`src/rtl/clk_div_bank.sv`:
```
// clk_div_bank: bank of programmable square-wave dividers with tick enables.
// Optional global phase realign on `sync` when CLKDIV_SYNC_EN is defined.
module clk_div_bank #(
   parameter int          CHANNELS    = 4,
   parameter int          CNT_W       = 32,
   parameter int unsigned DEFAULT_DIV = 100
) (
   input  logic                clk,
   input  logic                rst,
   input  logic [CHANNELS-1:0] en,
   input  logic [CHANNELS-1:0] div_wr,
   input  logic [CNT_W-1:0]    div_data,
   input  logic                sync,
   output logic [CHANNELS-1:0] slow_clk,
   output logic [CHANNELS-1:0] tick,
   output logic [CHANNELS-1:0] pend
);

   localparam logic [CNT_W-1:0] DIV_RST = CNT_W'(DEFAULT_DIV);
   localparam logic [CNT_W-1:0] CNT_ONE = CNT_W'(1);

   logic sync_hit;

`ifdef CLKDIV_SYNC_EN
   assign sync_hit = sync;
`else
   logic sync_unused;
   assign sync_unused = sync;
   assign sync_hit    = 1'b0;
`endif

   for (genvar i = 0; i < CHANNELS; i++) begin : g_ch
      logic [CNT_W-1:0] cnt_q, cnt_d;
      logic [CNT_W-1:0] div_q, div_d;
      logic [CNT_W-1:0] shadow_q, shadow_d;
      logic             pend_q, pend_d;
      logic             slow_q, slow_d;
      logic             tick_q, tick_d;
      logic [CNT_W-1:0] nxt_div;
      logic             clr;
      logic             wrap;

      // A write landing on a clear or wrap edge becomes active right away
      assign nxt_div = div_wr[i] ? div_data : shadow_q;
      assign clr     = sync_hit | ~en[i];
      assign wrap    = (cnt_q == div_q);

      always_comb begin
         cnt_d    = cnt_q;
         div_d    = div_q;
         shadow_d = shadow_q;
         pend_d   = pend_q;
         slow_d   = slow_q;
         tick_d   = 1'b0;
         if (clr) begin
            cnt_d    = '0;
            slow_d   = 1'b0;
            div_d    = nxt_div;
            shadow_d = nxt_div;
            pend_d   = 1'b0;
         end else if (wrap) begin
            cnt_d    = '0;
            slow_d   = ~slow_q;
            tick_d   = ~slow_q;
            div_d    = nxt_div;
            shadow_d = nxt_div;
            pend_d   = 1'b0;
         end else begin
            cnt_d = cnt_q + CNT_ONE;
            if (div_wr[i]) begin
               shadow_d = div_data;
               pend_d   = 1'b1;
            end
         end
      end

      always_ff @(posedge clk) begin
         if (rst) begin
            cnt_q    <= '0;
            div_q    <= DIV_RST;
            shadow_q <= DIV_RST;
            pend_q   <= 1'b0;
            slow_q   <= 1'b0;
            tick_q   <= 1'b0;
         end else begin
            cnt_q    <= cnt_d;
            div_q    <= div_d;
            shadow_q <= shadow_d;
            pend_q   <= pend_d;
            slow_q   <= slow_d;
            tick_q   <= tick_d;
         end
      end

      assign slow_clk[i] = slow_q;
      assign tick[i]     = tick_q;
      assign pend[i]     = pend_q;
   end

endmodule

```
`config.mk`:
```
export PLATFORM = sky130hd
export DESIGN_NAME = clk_div_bank
export DESIGN_NICKNAME = d
export VERILOG_FILES = /design/src/rtl/clk_div_bank.sv
export SDC_FILE = /design/constraint.sdc
export NUM_CORES = 1
export LEC_CHECK = 0
export BUFFER_PORTS_ARGS = -buffer_cell sky130_fd_sc_hd__clkbuf_2
export CAP_MARGIN = 20
export CELL_PAD_IN_SITES_DETAIL_PLACEMENT = 0
export CELL_PAD_IN_SITES_GLOBAL_PLACEMENT = 1
export CORE_MARGIN = 8
export CORE_UTILIZATION = 25
export CTS_CLUSTER_SIZE = 14
export DETAILED_ROUTE_END_ITERATION = 7
export PLACE_DENSITY = 0.45
export SLEW_MARGIN = 10
export SYNTH_ARGS = -nofsm -noshare
export SYNTH_HDL_FRONTEND = slang
export SYNTH_SLANG_ARGS = --single-unit
```
`constraint.sdc`:
```
create_clock -name clk -period 2.55 [get_ports clk]
set_clock_uncertainty 0.1 [all_clocks]
set_input_delay 0.1275 -clock clk [delete_from_list [all_inputs] [get_ports clk]]
set_output_delay 0.1275 -clock clk [all_outputs]
set_load 0.05 [all_outputs]
```
Yosys cells after proc, flatten, opt, wreduce, memory -nomap -nowiden
Cells that the tools add are included.

Flip-flop bits (word level): 396. Bits in latches: 0. Memory bits (writable): 0. Memory bits (read-only): 0. Bits of input ports: 43. Output and inout port bits: 12. Memories kept: 0.

$add $sub $neg: 4. Multipliers: 0. Divide/modulo/power cells: 0. Magnitude comparators: 0. Equal/unequal tests: 8. Shifts and indexed selects: 0. Mux-type cells: 12. Bitwise gates (word level): 12. Reduce and logical (&&, ||, !) cells: 12.

Operators by type and width (number): $mux W32 (12); $add A32 B1 Y32 const B (4); $eq A32 B32 Y1 (4); $reduce_or A3 Y1 (8); $not A1 Y1 (12); $ne A2 B1 Y1 const B (4); $reduce_or A2 Y1 (4).

Depth between registers and ports, before layout
Gate-level depths: netlist of run 1.

Depth in word-level cells: 3. Depth in mapped cells: 8.

Worst setup path after synthesis of run 1
OpenSTA, ideal clock, no wires.

Kind: flip-flop to flip-flop. Start point: reg g_ch[0].cnt_q[11]. End point: reg g_ch[0].div_q[10]. Setup time: 0.117 ns. Arrival: 1.646 ns. Slack: 0.688 ns. Stages on the path, launching flop included: 7. Buffers on the path: 1. Cells stage by stage: dfxtp_1 xnor2_1 nand4_1 nor4_2 a21oi_1 buf_2 o22a_1.

Longest elaborated chain between the ends: 2.

Ends and longest elaborated chain: from (decl) (RTL line 33) `logic [CNT_W-1:0] cnt_q, cnt_d;`; from (signal assigned) (RTL line 86) `cnt_q <= cnt_d;`; $eq A32 B32 Y1 (RTL line 46) `assign wrap = (cnt_q == div_q);`; $ne A2 B1 Y1 (no line); to (signal assigned) (RTL line 87) `div_q <= div_d;`; to (decl) (RTL line 34) `logic [CNT_W-1:0] div_q, div_d;`.

No other way between the ends. A chain may end at the register's enable or synchronous reset.

Final worst setup path of run 1
Start point: reg g_ch[3].cnt_q[8]. End point: reg g_ch[3].cnt_q[22].

Longest elaborated chain between the ends: 2. Elaborated cells on any way between the ends: 3. Classes of those cells: add/sub: 1; eq/ne: 1; reduce/logical: 1.

Ends and longest elaborated chain (RTL line): from (decl) (33); from (signal assigned) (86); branches (longest 2 deep; another with $add A32 B1 Y32).

Parallel ways; which one is timed is not known.

==> results.json, run 1 <==
{
  "drtIter0Drc": 537,
  "hpwl_um": 32000,
  "cts_buffer_depth": 3,
  "finalWirelength_um": 46900,
  "die_w_um": 268,
  "setup_violations": 0,
  "rows": 92,
  "yosysWarnings": 0,
  "max_slew.worst_pin.slew_ns": 0.724,
  "finalCriticalPeriod_ns": 2.32,
  "start_kind": "register",
  "grt_overflow_total": 0,
  "cts.clk_slew.worst_paths_ns": 0.06,
  "syn_to_final_growth_pct": 20.1,
  "hp-class": "in2reg",
  "final_max_slew_viol_count": 0,
  "syn_nets": 1613,
  "h-tree-depth": 2,
  "synthArstFlopShare_pct": 0,
  "fmax_mhz": 432,
  "required_ns": 2.91,
  "via_per_inst": 4.39,
  "fin_tns_setup_ns": 0,
  "run_status": "complete, no violations",
  "drive_above_1_share_pct": 11.4,
  "track_usage_pct": 13.0,
  "p_total_mw": 14.6,
  "grt_pass1_wl_um": 71100,
  "place.gp.congestion": 0.720,
  "ioPinCount": 55,
  "fin_nets": 1694,
  "dr.pass1.iters": 4,
  "synth_area_um2": 15900,
  "crit_path_max_fanout": 14,
  "grt_pass1_vias": 11100,
  "synth-seq-cells": 396,
  "synthDistinctLibCells": 46,
  "die_h_um": 268,
  "cts_tree": "yes",
  "synth_cells": 1566,
  "coreArea_um2": 62900,
  "seq_area_frac_synth_pct": 50.0,
  "numPortBuffers": 53,
  "hold_viol_final": 0,
  "antenna_cells": 0,
  "wl_per_cell_um": 18.5,
  "root_buffer": "clkbuf_16",
  "post-route-util_pct": 30.3,
  "critPathKind": "reg2reg",
  "postRouteAntennaNets": 0,
  "numCtsBuffers": 48,
  "ir_drop_mv": 0.451,
  "syn_area_per_cell_um2": 10.1,
  "die_area_um2": 71800,
  "max_slew_margin_pct": 51.8,
  "synth_edf_count": 0,
  "r2r_slack_ns": 0.23,
  "post-route-period-util_pct": 90.9,
  "num_vias": 11100,
  "powerDensity_nw_per_um2": 765,
  "cts.sinks": 396,
  "clock_latency_ns": 0.58,
  "grt_setup_unrepaired": "no",
  "critPathCaptureType": "register",
  "initial_core_util_pct": 25.2,
  "worstPathArrival_ns": 2.68,
  "leakagePower_nw": 7.98,
  "ys_dominant_reg_cell": "dfxtp_1",
  "drc_errors": 0,
  "maxCapViolCount": 0,
  "grt_max_degree": 66,
  "nFillCells": 6613,
  "antenna_found_initial": 0
}
==> sequential cells by signal (all words and copies together) (netlist names) <==
register,flops
g_ch.div_q,128
g_ch.tick_q,4
g_ch.shadow_q,128
g_ch.pend_q,4
g_ch.slow_q,4
g_ch.cnt_q,128
==> cell families (layout without fill, tap and decap cells) <==
logic type	Yosys count	count (layout)	share of synthesized area, %
buf+inv	111	228	3.39
simple gates	525	525	16.6
fa+ha+maj	4	4	0.316
compound gates	172	172	9.04
flops	396	396	50.0
xor+xnor	242	242	13.4
mux	116	116	7.32
==> per-layer routing <==
metal	global-route usage, %	share of wire, %	vias up
met3	2.17	3.1	56
met5	0	0	-
met4	3.25	1.7	0
met1	18.8	52	5280
li1	-	-	5641
met2	20.0	44	132
==> synth_stat cells, types with 3 or more instances <==
master     number  share of area, %
o2bb2ai_1       9              0.50
clkbuf_1       32              0.76
a21oi_1        13              0.41
xnor2_1        65               3.6
and3_1         15              0.59
nor2_1        253               6.0
buf_2          42               1.3
buf_4          16              0.76
nor3_1         10              0.32
a21o_1          4              0.19
nand3_1        43               1.4
dfxtp_1       396                50
nor4_1         34               1.3
nand2_1        34              0.80
nor2b_1        13              0.51
o21ai_2         3              0.17
inv_1          17              0.40
mux2i_1       116               7.3
xor2_1        177               9.8
nand2b_1        4              0.16
and2_1         18              0.71
or3_1           6              0.24
o31ai_1         3              0.14
and4_1         21               1.2
a211o_1        12              0.66
nand4_1        57               2.2
o22a_1        116               6.4
nor4_2          3              0.24
ha_1            4              0.32
o21ai_0         5              0.16
a32o_1          3              0.19
==> repair_timing <==
| item | in CTS | in global routing |
|---|---|---|
| hold buffers | 31 | 0 |
| buffers inserted | 0 | 0 |
| gates resized for setup | 0 | 1 |
| endpoints found under the hold margin | 181 | 0 |
| endpoints found under the setup margin | 0 | 1 |
==> power breakdown <==
group | switching (mW) | total, mW | leakage [nW] | internal [mW]
Combinational | 0.625 | 1.10 | 3.94 | 0.471
Clock | 2.70 | 6.80 | 0.786 | 4.09
Sequential | 0.181 | 6.68 | 3.25 | 6.50
Total | 3.51 | 14.6 | 7.98 | 11.1
==> cell type report <==
class | count | area [um^2] | share of cell area [%]
Clock buffer | 72 | 1440 | 7.57
Clock inverter | 14 | 131 | 0.690
Inverter | 17 | 63.8 | 0.335
Multi-Input combinational cell | 1059 | 7420 | 38.9
Sequential cell | 396 | 7930 | 41.6
Tap cell | 846 | 1060 | 5.56
Timing Repair Buffer | 125 | 1010 | 5.31
==> metrics by stage <==
step	instance area (um^2)	setup WS [ns]	hold slack (ns)	cells
6_report	19100	0.233	0.0121	2529
2_1_floorplan	15900	0.688	0.171	1566
5_1_grt	19100	0.0494	0.0182	2529
3_5_place_dp	17200	0.179	0.352	2412
3_3_place_gp	17200	0.211	0.349	2412
4_1_cts	19000	0.163	0.0123	2529
==> cells in the final DEF (no fill, tap or decap), types with 17 or more instances in the layout <==
master and count:
dfxtp_1 396, nor2_1 253, xor2_1 177, mux2i_1 116, o22a_1 116, xnor2_1 65, nand4_1 57, clkbuf_2 52
clkbuf_16 49, nand3_1 43, nand2_1 34, nor4_1 33, buf_4 32, dlygate4sd3_1 31, and4_1 21, and2_1 18
inv_1 17
==> final timing paths <==
| path | to | start | cells after the start |
|---|---|---|---|
| max | g_ch[3].cnt_q[22] | g_ch[3].cnt_q[8] | 6 |
| min | g_ch[2].shadow_q[21] | div_data[21] | 3 |
| max reg2reg | g_ch[3].cnt_q[22] | g_ch[3].cnt_q[8] | 6 |
| min reg2reg | g_ch[2].div_q[2] | g_ch[2].div_q[2] | 2 |
==> critical path, stage by stage, from the launching register on <==
cell and delay (ns):
dfxtp_1 0.44, xor2_1 0.10, nor4_1 0.56, and4_1 0.32, a21o_1 0.33, buf_4 0.28, nor2_1 0.07
Power figures use the tool's default switching activity.
==> run 2, diff against run 1 <==
- CAP_MARGIN: 20 -> 40
- GPL_TIMING_DRIVEN: unset -> 0
==> results.json, run 2 (same netlist as run 1, synthesis figures left out) <==
{
  "initial_core_util_pct": 25.2,
  "num_vias": 11400,
  "max_slew_margin_pct": 48.2,
  "coreArea_um2": 62900,
  "min_from": "div_wr[1]",
  "die_w_um": 268,
  "dr.pass1.iters": 6,
  "critPathKind": "reg2reg",
  "h-tree-depth": 2,
  "run_status": "complete, no violations",
  "critPathCaptureType": "register",
  "postRouteAntennaNets": 0,
  "grt_overflow_total": 0,
  "place_area_um2": 17200,
  "post-route-util_pct": 30.4,
  "clock_latency_ns": 0.57,
  "final_cell_mix": "396 x dfxtp_1, 253 x nor2_1, 177 x xor2_1, 116 x mux2i_1, 116 x o22a_1",
  "design_area_um2": 19100,
  "drive_above_1_share_pct": 11.4,
  "hold_viol_final": 0,
  "fin_tns_setup_ns": 0,
  "timing.rr.end": "g_ch[2].div_q[29]",
  "final_common_cell": "dfxtp_1",
  "r2r_slack_ns": 0.13,
  "leakagePower_nw": 8.01,
  "wl_per_cell_um": 18.5,
  "grt_setup_unrepaired": "no",
  "max_slew.worst_pin.slew_ns": 0.769,
  "die_h_um": 268,
  "required_ns": 2.96,
  "hpwl_um": 35300,
  "setup_violations": 0,
  "track_usage_pct": 13.3,
  "grt_pass1_wl_um": 72700,
  "numPortBuffers": 49,
  "powerDensity_nw_per_um2": 750,
  "crit_path_max_fanout": 10,
  "ir_drop_mv": 0.473,
  "drc_errors": 0,
  "ioPinCount": 55,
  "rr_worst_depth": 6,
  "die_area_um2": 71800,
  "place.gp.congestion": 0.766,
  "root_buffer": "clkbuf_16",
  "reg_top3": "g_ch.cnt_q x128, g_ch.div_q x128, g_ch.shadow_q x128",
  "finalCriticalPeriod_ns": 2.42,
  "drtIter0Drc": 518,
  "worstPathArrival_ns": 2.83,
  "post-route-period-util_pct": 94.9,
  "hp-class": "in2reg",
  "cts_buffer_depth": 3,
  "grt_max_degree": 13,
  "cts_tree": "yes",
  "antenna_found_initial": 4,
  "cts.sinks": 396,
  "final_max_slew_viol_count": 0,
  "maxCapViolCount": 0,
  "rows": 92,
  "reg2reg_from": "g_ch[2].cnt_q[8]",
  "fmax_mhz": 413,
  "start_kind": "register",
  "numCtsBuffers": 47,
  "finalWirelength_um": 47800,
  "via_per_inst": 4.39,
  "syn_to_final_growth_pct": 20.4,
  "cts.clk_slew.worst_paths_ns": 0.05,
  "min_to": "g_ch[1].shadow_q[5]",
  "hold_depth": 3,
  "grt_pass1_vias": 11600,
  "fin_nets": 1751
}
## run 2: changes by cell type in the layout (fill, tap and decap cells not counted), sizes merged
cell	delta
clkinvlp	+2
buf	+22
diode	+1
inv	-2
dlygate4sd3	+6
clkinv	-4
clkbuf	+29
## run 2: stage by stage
step | hold WS (ns) | std cells | total power, mW | setup slack (ns)
after floorplan | 0.171 | 1566 | 7.45 | 0.688
after global placement | 0.350 | 2461 | 7.86 | 0.0227
after detailed placement | 0.358 | 2463 | 7.87 | 0.110
after CTS | 0.0495 | 2581 | 14.6 | 0.0865
after global routing | 0.0915 | 2582 | 15.0 | 0.00390
final | 0.0652 | 2583 | 14.3 | 0.129
## run 2: how the worst max path moves through the flow
stage	startpoint	to	slack, ns	depth (start not counted)
final	g_ch[2].cnt_q[8]	g_ch[2].div_q[29]	0.13	6
after global routing	g_ch[2].cnt_q[5]	g_ch[2].cnt_q[29]	0.004	6
after CTS	g_ch[3].cnt_q[30]	g_ch[3].div_q[2]	0.09	6
after detailed placement	g_ch[3].cnt_q[19]	g_ch[3].div_q[6]	0.11	6
after global placement	g_ch[3].cnt_q[0]	g_ch[3].cnt_q[28]	0.02	6
after floorplan	g_ch[0].cnt_q[11]	g_ch[0].div_q[10]	0.69	6
## run 2: repair_timing
action,4_1_cts,5_1_grt
setup buffers,0,1
gates resized for setup,0,5
hold buffers,37,0
endpoints found under the hold margin,149,0
endpoints found under the setup margin,0,50
## run 2: power by group
group	switching (mW)	total [mW]	leakage, nW	internal [mW]
logic	0.621	1.08	4.03	0.458
registers	0.186	6.69	3.25	6.50
clock network	2.63	6.56	0.730	3.93
total	3.43	14.3	8.01	10.9
## run 2: per-layer routing
metal  vias to the layer above  global-route usage, %  part of all wire, %
met4                         0                   3.60                  1.9
met5                         -                      0                    0
met2                       142                   21.6                   45
met3                        56                   2.07                  4.5
met1                      5422                   18.4                   48
li1                       5731                      -                    -
## run 2: cell type report
type                            count  area (um^2)
Fill cell                        6702        43800
Sequential cell                   396         7930
Multi-Input combinational cell   1059         7430
Clock buffer                       71         1390
Tap cell                          846         1060
Timing Repair Buffer               89          636
Buffer                             94          474
Clock inverter                     10          105
Inverter                           17         63.8
Antenna cell                        1         2.50
## run 2: critical path, cell delays in order, from the launching register on
cell     delay, ns
dfxtp_1       0.46
xor2_1        0.10
nor4_1        0.39
nand4_1       0.34
o21ai_2       0.48
buf_2         0.32
o22a_1        0.16
==> run 3, diff against run 2 <==
- CORE_UTILIZATION: 25 -> 49
- PLACE_DENSITY: 0.45 -> 0.78
==> results.json, run 3 (same netlist as run 1, synthesis figures left out) <==
{
  "die_h_um": 196,
  "grt_pass1_vias": 11100,
  "critPathKind": "reg2reg",
  "run_status": "complete, no violations",
  "maxCapViolCount": 0,
  "worst_slack_ns": 0.210,
  "final_common_cell": "dfxtp_1",
  "fin_nets": 1742,
  "slowest_stage": "nor4_2",
  "ir_drop_mv": 0.574,
  "crit_path_max_fanout": 10,
  "p_switching_mw": 3.15,
  "postRouteAntennaNets": 0,
  "clockPowerShare_pct": 43.5,
  "dp_cells": 2025,
  "worstSetupStartpoint": "g_ch[0].cnt_q[11]",
  "fin_tns_setup_ns": 0,
  "place_ws_ns": 0.263,
  "wl_per_cell_um": 18.5,
  "reg_top3": "g_ch.cnt_q x128, g_ch.div_q x128, g_ch.shadow_q x128",
  "multi_input_area_um2": 7400,
  "num_vias": 11400,
  "grt_setup_unrepaired": "no",
  "post-route-period-util_pct": 91.8,
  "powerDensity_nw_per_um2": 744,
  "switching_share_pct": 23.1,
  "dr.pass1.iters": 5,
  "grt_max_degree": 14,
  "drc_errors": 0,
  "required_ns": 2.87,
  "track_usage_pct": 20.4,
  "rows": 66,
  "finalCriticalPeriod_ns": 2.34,
  "place.gp.congestion": 0.862,
  "hold_viol_final": 0,
  "finalWirelength_um": 39500,
  "nFillCells": 2900,
  "ioPinCount": 55,
  "setup_violations": 0,
  "p_int_mw": 10.5,
  "initial_core_util_pct": 49.3,
  "leakagePower_nw": 7.92,
  "coreArea_um2": 32200,
  "path_cells": "xnor2_1, nand4_1, nor4_2, a21oi_1, clkbuf_1, o22a_1",
  "hpwl_um": 28800,
  "numCtsBuffers": 41,
  "max_slew_margin_pct": 47.4,
  "cts.clk_slew.worst_paths_ns": 0.06,
  "cts_setup_buffers": 0,
  "drtIter0Drc": 602,
  "syn_to_final_growth_pct": 15.5,
  "hp-class": "in2reg",
  "worstPathArrival_ns": 2.66,
  "ctsResizeCount": 0,
  "post-route-util_pct": 56.9,
  "h-tree-depth": 2,
  "cp_slowest_stage_delay_ns": 0.55,
  "start_kind": "register",
  "final_max_slew_viol_count": 0,
  "grt_overflow_total": 0,
  "cts_tree": "yes",
  "antenna_found_initial": 0,
  "drive_above_1_share_pct": 11.1,
  "numPortBuffers": 49,
  "pwr-share-seq_pct": 49.0,
  "regArea_um2": 7930,
  "clock_latency_ns": 0.53,
  "via_per_inst": 5.36,
  "pwr-share-comb_pct": 7.5,
  "holdBufCountCts": 35,
  "reg2reg_from": "g_ch[0].cnt_q[11]",
  "min_from": "div_data[17]",
  "root_buffer": "clkbuf_16",
  "final_cell_mix": "396 x dfxtp_1, 253 x nor2_1, 177 x xor2_1, 116 x mux2i_1, 116 x o22a_1",
  "final_cell_count_no_fill": 2131,
  "grt_pass1_wl_um": 62600,
  "antenna_cells": 0,
  "fmax_mhz": 427,
  "die_area_um2": 38400,
  "max_slew.worst_pin.slew_ns": 0.782,
  "cts_buffer_depth": 3,
  "die_w_um": 196,
  "critPathCaptureType": "register",
  "holdWs_ns": 0.0276,
  "cts.sinks": 396
}
-- run 3: changes by cell type in the layout (fill, tap and decap cells not counted), moves of 2 or more --
cell	previous run	this run
clkbuf_1	46	39
clkbuf_16	49	43
clkinv_2	6	8
dlygate4sd3_1	37	35
nor4_1	32	34
nor4_4	3	1
-- run 3: worst paths after layout --
check / slack (ns) / depth (start not counted) / to
worst min-delay path: 0.03 / 3 / g_ch[0].shadow_q[17]
worst max register to register: 0.21 / 6 / g_ch[0].div_q[31]
worst min register to register: 0.37 / 2 / g_ch[1].div_q[2]
worst max-delay path: 0.21 / 6 / g_ch[0].div_q[31]
-- run 3: final cells by class --
class / count / area share [%]
flip-flops and latches: 396 / 43.3
multi-input cells: 1059 / 40.4
clock buffers: 59 / 6.69
repair buffers: 86 / 3.32
well taps: 408 / 2.79
plain buffers: 94 / 2.59
clock inverters: 12 / 0.635
inverters: 17 / 0.348
-- run 3: per-layer routing --
metal	wire length (um)	vias to the layer above	global-route usage (%)
li1	-	5740	-
met1	19000	5474	27.9
met2	18400	157	33.5
met3	1290	56	2.83
met4	772	0	5.14
met5	0	-	0
-- run 3: critical path, delay by kind of cell, from the launching register on --
family                 cells  cell delay, ns
buffers and inverters      1            0.30
AND/OR/NAND/NOR            2            0.69
AO/OA/AOI/OAI              2            0.49
XOR/XNOR                   1            0.20
flip-flops                 1            0.45
-- run 3: power by group through the flow --
stage | logic (mW) | clock network, mW | registers [mW]
final | 1.02 | 5.93 | 6.68
after global routing | 1.12 | 6.31 | 6.71
after CTS | 1.03 | 6.05 | 6.68
after detailed placement | 0.977 | 0 | 6.82
after global placement | 0.957 | 0 | 6.81
after floorplan | 0.694 | 0 | 6.75
-- run 3: stage by stage --
| stage | total power, mW | instance area [um^2] |
|---|---|---|
| floorplan | 7.45 | 15900 |
| global route | 14.1 | 18300 |
| finish | 13.6 | 18300 |
| detailed placement | 7.80 | 16600 |
| CTS | 13.8 | 18300 |
| global placement | 7.77 | 16600 |
